`config.mk`:
```
export PLATFORM = sky130hd
export DESIGN_NAME = fifo_wr_ctrl_flat
export DESIGN_NICKNAME = d
export VERILOG_FILES = /design/src/rtl/fifo_wr_ctrl_if.sv /design/src/rtl/fifo_wr_ctrl.sv /design/src/flat_wrapper.sv
export SDC_FILE = /design/constraint.sdc
export NUM_CORES = 1
export LEC_CHECK = 0
export BUFFER_PORTS_ARGS = -buffer_cell sky130_fd_sc_hd__clkbuf_2
export CAP_MARGIN = 25
export CORE_ASPECT_RATIO = 1.2
export CORE_UTILIZATION = 35
export DETAILED_ROUTE_END_ITERATION = 12
export GPL_TIMING_DRIVEN = 0
export HOLD_SLACK_MARGIN = 0.12
export PLACE_DENSITY = 0.68
export SLEW_MARGIN = 20
export SYNTH_ARGS = -nofsm -noshare
export SYNTH_HDL_FRONTEND = slang
export SYNTH_SLANG_ARGS = --single-unit
export TNS_END_PERCENT = 1
```
`constraint.sdc`:
```
create_clock -name clk -period 5.8 [get_ports clk]
set_input_delay 1.16 -clock clk [delete_from_list [all_inputs] [get_ports clk]]
set_output_delay 1.16 -clock clk [all_outputs]
set_load 0.01 [all_outputs]
```
`src/rtl/fifo_wr_ctrl_if.sv`:
```
// Write-side bus of the UART async FIFO: requester handshake, gray write pointer, RAM write port.
// The slave modport belongs to fifo_wr_ctrl; the master modport belongs to the requester, counter and RAM side.
interface fifo_wr_ctrl_if #(
  parameter int ADDR_SIZE = 8
);
  logic                 wr_req;
  logic [7:0]           wr_data;
  logic                 wr_ack;
  logic                 cnt_en;
  logic [ADDR_SIZE:0]   wptr_gray;
  logic                 mem_we;
  logic [ADDR_SIZE-1:0] mem_waddr;
  logic [7:0]           mem_wdata;

  modport master (
    output wr_req, wr_data, wptr_gray,
    input  wr_ack, cnt_en, mem_we, mem_waddr, mem_wdata
  );

  modport slave (
    input  wr_req, wr_data, wptr_gray,
    output wr_ack, cnt_en, mem_we, mem_waddr, mem_wdata
  );
endinterface

```
`src/rtl/fifo_wr_ctrl.sv`:
```
// Write controller for the UART async FIFO: accept/strobe is combinational; full, level and almost_full register one cycle after accept.
// Requests stall while full, and a read shows up SYNC_STAGES+1 cycles later; WR_DROP_CNT_EN adds a saturating drop counter.
module fifo_wr_ctrl #(
  parameter int ADDR_SIZE    = 8,
  parameter int AFULL_THRESH = 240,
  parameter int SYNC_STAGES  = 2
) (
  input  logic               clk,
  input  logic               reset_n,
  fifo_wr_ctrl_if.slave      wr,
  input  logic [ADDR_SIZE:0] rptr_gray_async,
  input  logic               ovf_clr,
  output logic               full,
  output logic               almost_full,
  output logic [ADDR_SIZE:0] wr_level,
  output logic               overflow
`ifdef WR_DROP_CNT_EN
  ,
  output logic [7:0]         drop_cnt
`endif
);

  localparam int PW = ADDR_SIZE + 1;

  function automatic logic [PW-1:0] gray2bin(input logic [PW-1:0] g);
    logic [PW-1:0] b;
    b[PW-1] = g[PW-1];
    for (int i = PW - 2; i >= 0; i--) begin
      b[i] = b[i+1] ^ g[i];
    end
    return b;
  endfunction

  logic [PW-1:0] sync_q [SYNC_STAGES];
  logic [PW-1:0] rq;
  logic [PW-1:0] rbin;
  logic [PW-1:0] wbin;
  logic [PW-1:0] wbin_next;
  logic [PW-1:0] wgray_next;
  logic [PW-1:0] level_next;
  logic          accept;
  logic          drop;
  logic          full_next;

  always_ff @(posedge clk or negedge reset_n) begin
    if (!reset_n) begin
      for (int i = 0; i < SYNC_STAGES; i++) begin
        sync_q[i] <= '0;
      end
    end else begin
      sync_q[0] <= rptr_gray_async;
      for (int i = 1; i < SYNC_STAGES; i++) begin
        sync_q[i] <= sync_q[i-1];
      end
    end
  end

  assign rq = sync_q[SYNC_STAGES-1];

  always_comb begin
    accept     = wr.wr_req & ~full;
    drop       = wr.wr_req & full;
    wbin       = gray2bin(wr.wptr_gray);
    rbin       = gray2bin(rq);
    wbin_next  = wbin + {{ADDR_SIZE{1'b0}}, accept};
    wgray_next = wbin_next ^ (wbin_next >> 1);
    // Mod-2^PW difference: a stale read pointer can only over-report fill.
    level_next = wbin_next - rbin;
    full_next  = (wgray_next == {~rq[PW-1:PW-2], rq[PW-3:0]});
  end

  assign wr.wr_ack    = accept;
  assign wr.cnt_en    = accept;
  assign wr.mem_we    = accept;
  assign wr.mem_waddr = wbin[ADDR_SIZE-1:0];
  assign wr.mem_wdata = wr.wr_data;

  always_ff @(posedge clk or negedge reset_n) begin
    if (!reset_n) begin
      full        <= 1'b0;
      almost_full <= 1'b0;
      wr_level    <= '0;
    end else begin
      full        <= full_next;
      almost_full <= (level_next >= PW'(AFULL_THRESH));
      wr_level    <= level_next;
    end
  end

  always_ff @(posedge clk or negedge reset_n) begin
    if (!reset_n) begin
      overflow <= 1'b0;
    end else if (drop) begin
      overflow <= 1'b1;
    end else if (ovf_clr) begin
      overflow <= 1'b0;
    end
  end

`ifdef WR_DROP_CNT_EN
  always_ff @(posedge clk or negedge reset_n) begin
    if (!reset_n) begin
      drop_cnt <= 8'd0;
    end else if (ovf_clr) begin
      drop_cnt <= 8'd0;
    end else if (drop && (drop_cnt != 8'hff)) begin
      drop_cnt <= drop_cnt + 8'd1;
    end
  end
`endif

endmodule

```
`src/flat_wrapper.sv`:
```
// flat-port wrapper written by rule: the top's interface ports become plain ports
module fifo_wr_ctrl_flat 
#(
  parameter int ADDR_SIZE    = 8,
  parameter int AFULL_THRESH = 240,
  parameter int SYNC_STAGES  = 2
)
  (clk, reset_n, rptr_gray_async, ovf_clr, full, almost_full, wr_level, overflow, wr_wr_req, wr_wr_data, wr_wptr_gray, wr_wr_ack, wr_cnt_en, wr_mem_we, wr_mem_waddr, wr_mem_wdata);
  fifo_wr_ctrl_if #(.ADDR_SIZE(ADDR_SIZE)) wr_i ();
  input  logic clk;
  input  logic reset_n;
  input  logic [ADDR_SIZE:0] rptr_gray_async;
  input  logic ovf_clr;
  output logic full;
  output logic almost_full;
  output logic [ADDR_SIZE:0] wr_level;
  output logic overflow;
  input wire logic [$bits(wr_i.wr_req)-1:0] wr_wr_req;
  input wire logic [$bits(wr_i.wr_data)-1:0] wr_wr_data;
  input wire logic [$bits(wr_i.wptr_gray)-1:0] wr_wptr_gray;
  output wire logic [$bits(wr_i.wr_ack)-1:0] wr_wr_ack;
  output wire logic [$bits(wr_i.cnt_en)-1:0] wr_cnt_en;
  output wire logic [$bits(wr_i.mem_we)-1:0] wr_mem_we;
  output wire logic [$bits(wr_i.mem_waddr)-1:0] wr_mem_waddr;
  output wire logic [$bits(wr_i.mem_wdata)-1:0] wr_mem_wdata;
  assign wr_i.wr_req = wr_wr_req;
  assign wr_i.wr_data = wr_wr_data;
  assign wr_i.wptr_gray = wr_wptr_gray;
  assign wr_wr_ack = wr_i.wr_ack;
  assign wr_cnt_en = wr_i.cnt_en;
  assign wr_mem_we = wr_i.mem_we;
  assign wr_mem_waddr = wr_i.mem_waddr;
  assign wr_mem_wdata = wr_i.mem_wdata;
  fifo_wr_ctrl #(.ADDR_SIZE(ADDR_SIZE), .AFULL_THRESH(AFULL_THRESH), .SYNC_STAGES(SYNC_STAGES)) u_core (.clk(clk), .reset_n(reset_n), .wr(wr_i), .rptr_gray_async(rptr_gray_async), .ovf_clr(ovf_clr), .full(full), .almost_full(almost_full), .wr_level(wr_level), .overflow(overflow));
endmodule
```
Yosys cells after proc, flatten, opt, wreduce, memory -nomap -nowiden
Cells that the tools add are included.
{ "word_totals": {"word_cells": 34, "in_bits": 30, "reg_bits": 30, "output_inout_bits": 31} }
{ "classes": {"n_lt_le_gt_ge": 1, "mux": 2, "n_addsub": 2, "bitwise_logic": 21, "n_reduce_logical": 1, "eq_ne": 1} }
{ "ops": {"columns": ["op", "n"], "rows": [
  ["bitwise XOR 1 bit", 16],
  ["adder 9 x 1 -> 9 bit", 1],
  ["== test 9 bit", 1],
  ["greater-or-equal comparator 9 x 8 -> 1 bit (second input constant)", 1],
  ["subtractor 9 bit", 1],
  ["bitwise XOR 9 x 8 -> 9 bit", 1],
  ["bitwise AND 1 bit", 2],
  ["two-way mux 1 bit", 2],
  ["inverter 2 bit", 1],
  ["nonzero test 2 bit", 1],
  ["inverter 1 bit", 1]
]} }

Depth between registers and ports, before layout
{ "depth": {"depth_word": 11, "mapped_depth": 25, "depth_no_buf": 24} }

Worst setup path before layout
Ideal clock, no wire load.
{ "synth_timing": {"path_type": "input-to-reg", "from": "input port wr_wptr_gray[8]", "to": "register u_core.almost_full", "path_slack_ns": -0.398, "path_stages": 25, "t_arrival_ns": 6.078, "required_time_ns": 5.680, "path_buffers": 1, "path_cell_list": "xor2_1 ha_1 inv_1 ha_1 inv_2 ha_1 inv_1 ha_1 inv_1 ha_1 inv_1 ha_1 xnor2_1 ha_1 buf_2 nand2_2 xnor2_1 ha_1 a21o_1 nand2_1 o21ai_0 a21oi_1 or2_2 xnor2_1 a41o_1"} }
{ "synth_via": {"elab_chain_len": 11} }
{ "synth_rtl": {"columns": ["item", "line_no", "rtl"], "rows": [
  ["start: declaration", "flat_wrapper.sv:20", "input wire logic [$bits(wr_i.wptr_gray)-1:0] wr_wptr_gray;"],
  ["bitwise XOR 1 bit (2 in a row)", "fifo_wr_ctrl.sv:29", "b[i] = b[i+1] ^ g[i];"],
  ["via wr_mem_waddr[6]", "flat_wrapper.sv:24", "output wire logic [$bits(wr_i.mem_waddr)-1:0] wr_mem_waddr;"],
  ["bitwise XOR 1 bit", "fifo_wr_ctrl.sv:29", null],
  ["via wr_mem_waddr[5]", "flat_wrapper.sv:24", null],
  ["bitwise XOR 1 bit", "fifo_wr_ctrl.sv:29", null],
  ["via wr_mem_waddr[4]", "flat_wrapper.sv:24", null],
  ["bitwise XOR 1 bit", "fifo_wr_ctrl.sv:29", null],
  ["via wr_mem_waddr[3]", "flat_wrapper.sv:24", null],
  ["bitwise XOR 1 bit", "fifo_wr_ctrl.sv:29", null],
  ["via wr_mem_waddr[2]", "flat_wrapper.sv:24", null],
  ["bitwise XOR 1 bit (2 in a row)", "fifo_wr_ctrl.sv:29", null],
  ["via wr_mem_waddr[0]", "flat_wrapper.sv:24", null],
  ["adder 9 x 1 -> 9 bit", "fifo_wr_ctrl.sv:65", "wbin_next = wbin + {{ADDR_SIZE{1'b0}}, accept};"],
  ["subtractor 9 bit", "fifo_wr_ctrl.sv:68", "level_next = wbin_next - rbin;"],
  ["via u_core.level_next[6]", "fifo_wr_ctrl.sv:40", "logic [PW-1:0] level_next;"],
  ["greater-or-equal comparator 9 x 8 -> 1 bit", "fifo_wr_ctrl.sv:85", "almost_full <= (level_next >= PW'(AFULL_THRESH));"],
  ["end signal: assignment", "fifo_wr_ctrl.sv:85", null],
  ["end: declaration", "fifo_wr_ctrl.sv:14", "output logic almost_full,"]
]} }
The timed path passes the listed nets, and every way through them passes these cells.
A chain may end at the register's enable or synchronous reset.

Final worst setup path
{ "layout_timing": {"from": "input port wr_wptr_gray[8]", "to": "register u_core.almost_full"} }
{ "layout_via": {"elab_chain_len": 11} }
{ "layout_rtl": {"columns": ["item", "line_no"], "rows": [
  ["bitwise XOR 1 bit (*) (2 in a row)", "fifo_wr_ctrl.sv:29"],
  ["bitwise XOR 1 bit (6 in a row)", "fifo_wr_ctrl.sv:29"],
  ["adder 9 x 1 -> 9 bit (*)", "fifo_wr_ctrl.sv:65"],
  ["subtractor 9 bit (*)", "fifo_wr_ctrl.sv:68"],
  ["via u_core.level_next[6]", "fifo_wr_ctrl.sv:40"],
  ["greater-or-equal comparator 9 x 8 -> 1 bit (*)", "fifo_wr_ctrl.sv:85"]
]} }
Mark *: on every way through the listed nets, which the timed path passes. The rest lies on a longest branch.

==> key figures <==
Floorplanning
  – Boundary Pins: 61
  – Core ar.: 5010 um2
  – Die Y: 81.6 um
  – Starting density of the core: 36.9%
  – Die Wd: 68.4 um
  – # rows: 28
  – Die area: ~5600 um2

Timing
  – Fin worst setup slack: 192 ps
  – Final setup TNS: 0 ps
  – Unrepaired setup endpoints after global routing: true
  – Finish-stage setup viols: 0
  – Part of the cycle the worst path needs: 96.7%
  – Slew headroom: 52.4%
  – Worst Tran Pin Value: a little over 700 ps
  – Fin. max-slew vios: 0
  – Max Clock Freq: 178 MHz
  – Final min period: 5610 ps
  – Clock skew: 7.29 ps
  – Final Hold Fails: 0

Power
  – Tot Pwr: 0.000934 W
  – Pwr dens: 395 nW/um2
  – Leak: 1.20 nW
  – Max VDD drop: ~180 uV

Final layout
  – Fillers: around 490
  – FF/Latch Area: between 700 and 800 um2
  – Area grow syn2layout: 27.8%
  – Fin util: between 40% and 50%
  – ANT cells: 0
  – Area occupied by multi-input gates: 1030 um2
  – Fin nets: 277
  – Non-filler instance count after layout: roughly 290
  – Share of cells above drive strength 1: 41.1%

Worst setup path
  – Max FO, Critical Path: 4
  – Critical path startpoint category: primary input
  – Critical Path End Type: flop
  – Worst EP required: 5970 ps
  – Critical Path AT: 5780 ps
  – Crit Path Class: in -> reg

Yosys
  – Top cells by area, synth: dfrtp_1 (41%), ha_1 (10%), xnor2_1 (7.1%)
  – Cell variety after synth: 37
  – Syn Area/Cell: roughly 11 um2
  – Post-synth top area cell: dfrtp_1
  – Post-Syn Nets: 218
  – Register area share after synthesis: 40.6%
  – Cells after Synth: 172
  – Synth warnings: 0
  – Synth Cell Area: between 1500 and 2000 um2
  – Synth Register Bits: 30
  – Top cell type's share of synthesized area: around 41%

Detailed routing
  – DR vias: 1312
  – Routed WL: 3270 um
  – DR vias/cell: about 4.5
  – DRC: 0
  – Iter 0 DRT Violations: 34
  – Final ANT Viol Nets: 0
  – TritonRoute pass-1 iters: 4
  – WL/cell: 11.2 um

Placement
  – Post-Place Cells: 284
  – Post-DP HPWL: 2630 um
  – Place WS: -267 ps
  – # port buffers: 52
  – RePlAce Congestion: a little over 0.8

Global routing
  – Number of global-route vias before repair: ~1200
  – Antenna violations before repair: 0
  – Total grt overflow: 0
  – First-pass GRT wire length: 5260 um
  – Largest net degree at the start of global routing: 31
  – Global-route usage over all layers: a little over an eighth

Clock tree
  – Root buf cell: clkbuf_8
  – CTS tree: built
  – Clock transition at path regs: 60 ps
  – Cts repair resizes: 0
  – Max clock buf depth: 2
  – Setup bufs post-CTS: 0
  – Worst skew pair latency: 280 ps
  – Cts hold-fix bufs: 0
  – Clk sinks: 30
  – H-tree depth: 2
  – TritonCTS Buffers: 5

Worst hold path
  – Hold Crit Class: reg -> reg

Flow run
  – Max-cap violations: 0

Status
  – Status: finished, final reports clean
## cell usage after synthesis
| cell | instances |
|---|---|
| xnor2_2 | 3 |
| nand2_2 | 1 |
| inv_1 | 22 |
| a21o_1 | 1 |
| xor3_2 | 1 |
| o21ai_0 | 8 |
| a21oi_1 | 10 |
| xor2_2 | 3 |
| or3_1 | 1 |
| buf_2 | 1 |
| ha_1 | 15 |
| dfrtp_1 | 30 |
| fa_1 | 1 |
| xnor2_1 | 15 |
| nand4_1 | 3 |
| nor2_1 | 4 |
| nand3b_2 | 1 |
| nor2b_1 | 2 |
| a32oi_1 | 1 |
| o21ai_1 | 2 |
| a2111oi_0 | 1 |
| nand3_1 | 1 |
| mux2i_1 | 2 |
| inv_2 | 2 |
| nand2_1 | 10 |
| xnor3_2 | 1 |
| o2111ai_1 | 1 |
| xor2_4 | 1 |
| or2b_2 | 1 |
| xor2_1 | 10 |
| and3_1 | 1 |
| o31ai_1 | 1 |
| or2_2 | 1 |
| nor3_2 | 1 |
| a41o_1 | 1 |
| nand2b_1 | 2 |
| buf_4 | 10 |
## sequential cells by signal, indices dropped and copies added, names as in the netlist
register / count
u_core.rq: 9
u_core.sync_q: 9
u_core.wr_level: 9
u_core.almost_full: 1
u_core.full: 1
u_core.overflow: 1
## kinds of logic after synthesis
logic type	Yosys count	synth area share (%)
fa+ha+maj	16	11.2
buf+inv	35	9.20
mux	2	1.08
compound gates	26	8.19
simple gates	29	8.46
xor+xnor	34	21.2
flops	30	40.6
## where the power goes
| part | total (W) | leakage (nW) | switching [W] | internal (W) |
|---|---|---|---|---|
| clock | 0.000152 | 0.0383 | 0.0000699 | 0.0000822 |
| sequential | 0.000270 | 0.354 | 0.0000148 | 0.000256 |
| combinational | 0.000512 | 0.804 | 0.000276 | 0.000236 |
| total | 0.000934 | 1.20 | 0.000360 | 0.000574 |
## placed cells by master, fill, tap and decap left out, types with 3 or more instances in the layout
master and instances:
clkbuf_2 52, dfrtp_1 30, inv_1 20, xnor2_1 13, nand2_1 10, a21oi_1 10, ha_1 10, buf_4 10
xor2_1 9, o21ai_0 5, xnor2_2 5, o21ai_1 5, ha_4 5, clkbuf_8 5, inv_2 4, nor2_1 4
xor2_2 3, nand4_1 3
## area by class of cell
type / count / share of cell area, %
buffer: 11 / 3.49
clock buffer: 7 / 3.23
inverter: 24 / 3.81
multi-input combinational: 107 / 43.5
sequential: 30 / 31.8
tap: 60 / 3.18
timing repair buffer: 52 / 11.0
## final timing paths
path                              startpoint                 end  slack, ps  cells after the start
min                        u_core.sync_q[16]        u_core.rq[7]        340                      0
max in group asynchronous            reset_n   u_core.sync_q[17]       4410                      1
min in group asynchronous            reset_n        u_core.rq[0]        920                      1
min reg2reg                u_core.sync_q[16]        u_core.rq[7]        340                      0
max reg2reg                     u_core.rq[8]  u_core.almost_full       1850                     15
max                          wr_wptr_gray[8]  u_core.almost_full        190                     25
## critical path, cell delays in order
cell and delay (ps):
clkbuf_2 140, xor2_4 200, ha_1 310, inv_1 60, ha_1 280, inv_2 60
ha_4 280, inv_2 50, ha_4 270, inv_1 100, ha_4 300, inv_2 40
ha_4 230, xnor2_2 140, ha_1 280, inv_1 40, ha_1 220, fa_1 410
nor2b_2 180, nand2_1 90, o21ai_1 130, a21oi_1 110, or2_2 310, xnor2_1 140
a41o_1 240
## stage by stage
step,area [um2],hold slack [ps]
after floorplan,1900,331
after global placement,2240,334
after detailed placement,2240,335
after CTS,2310,342
after global routing,2360,344
final,2360,340
## layer usage
metal  up-vias  GRT usage [%]  part of all wire, %
met5         -              0                    0
met4         0           9.17                  3.5
met3        10           3.47                  4.8
met2        51           20.3                   47
met1       587           16.1                   45
li1        664              -                    -
No activity file was read; power rests on OpenSTA's default activity.
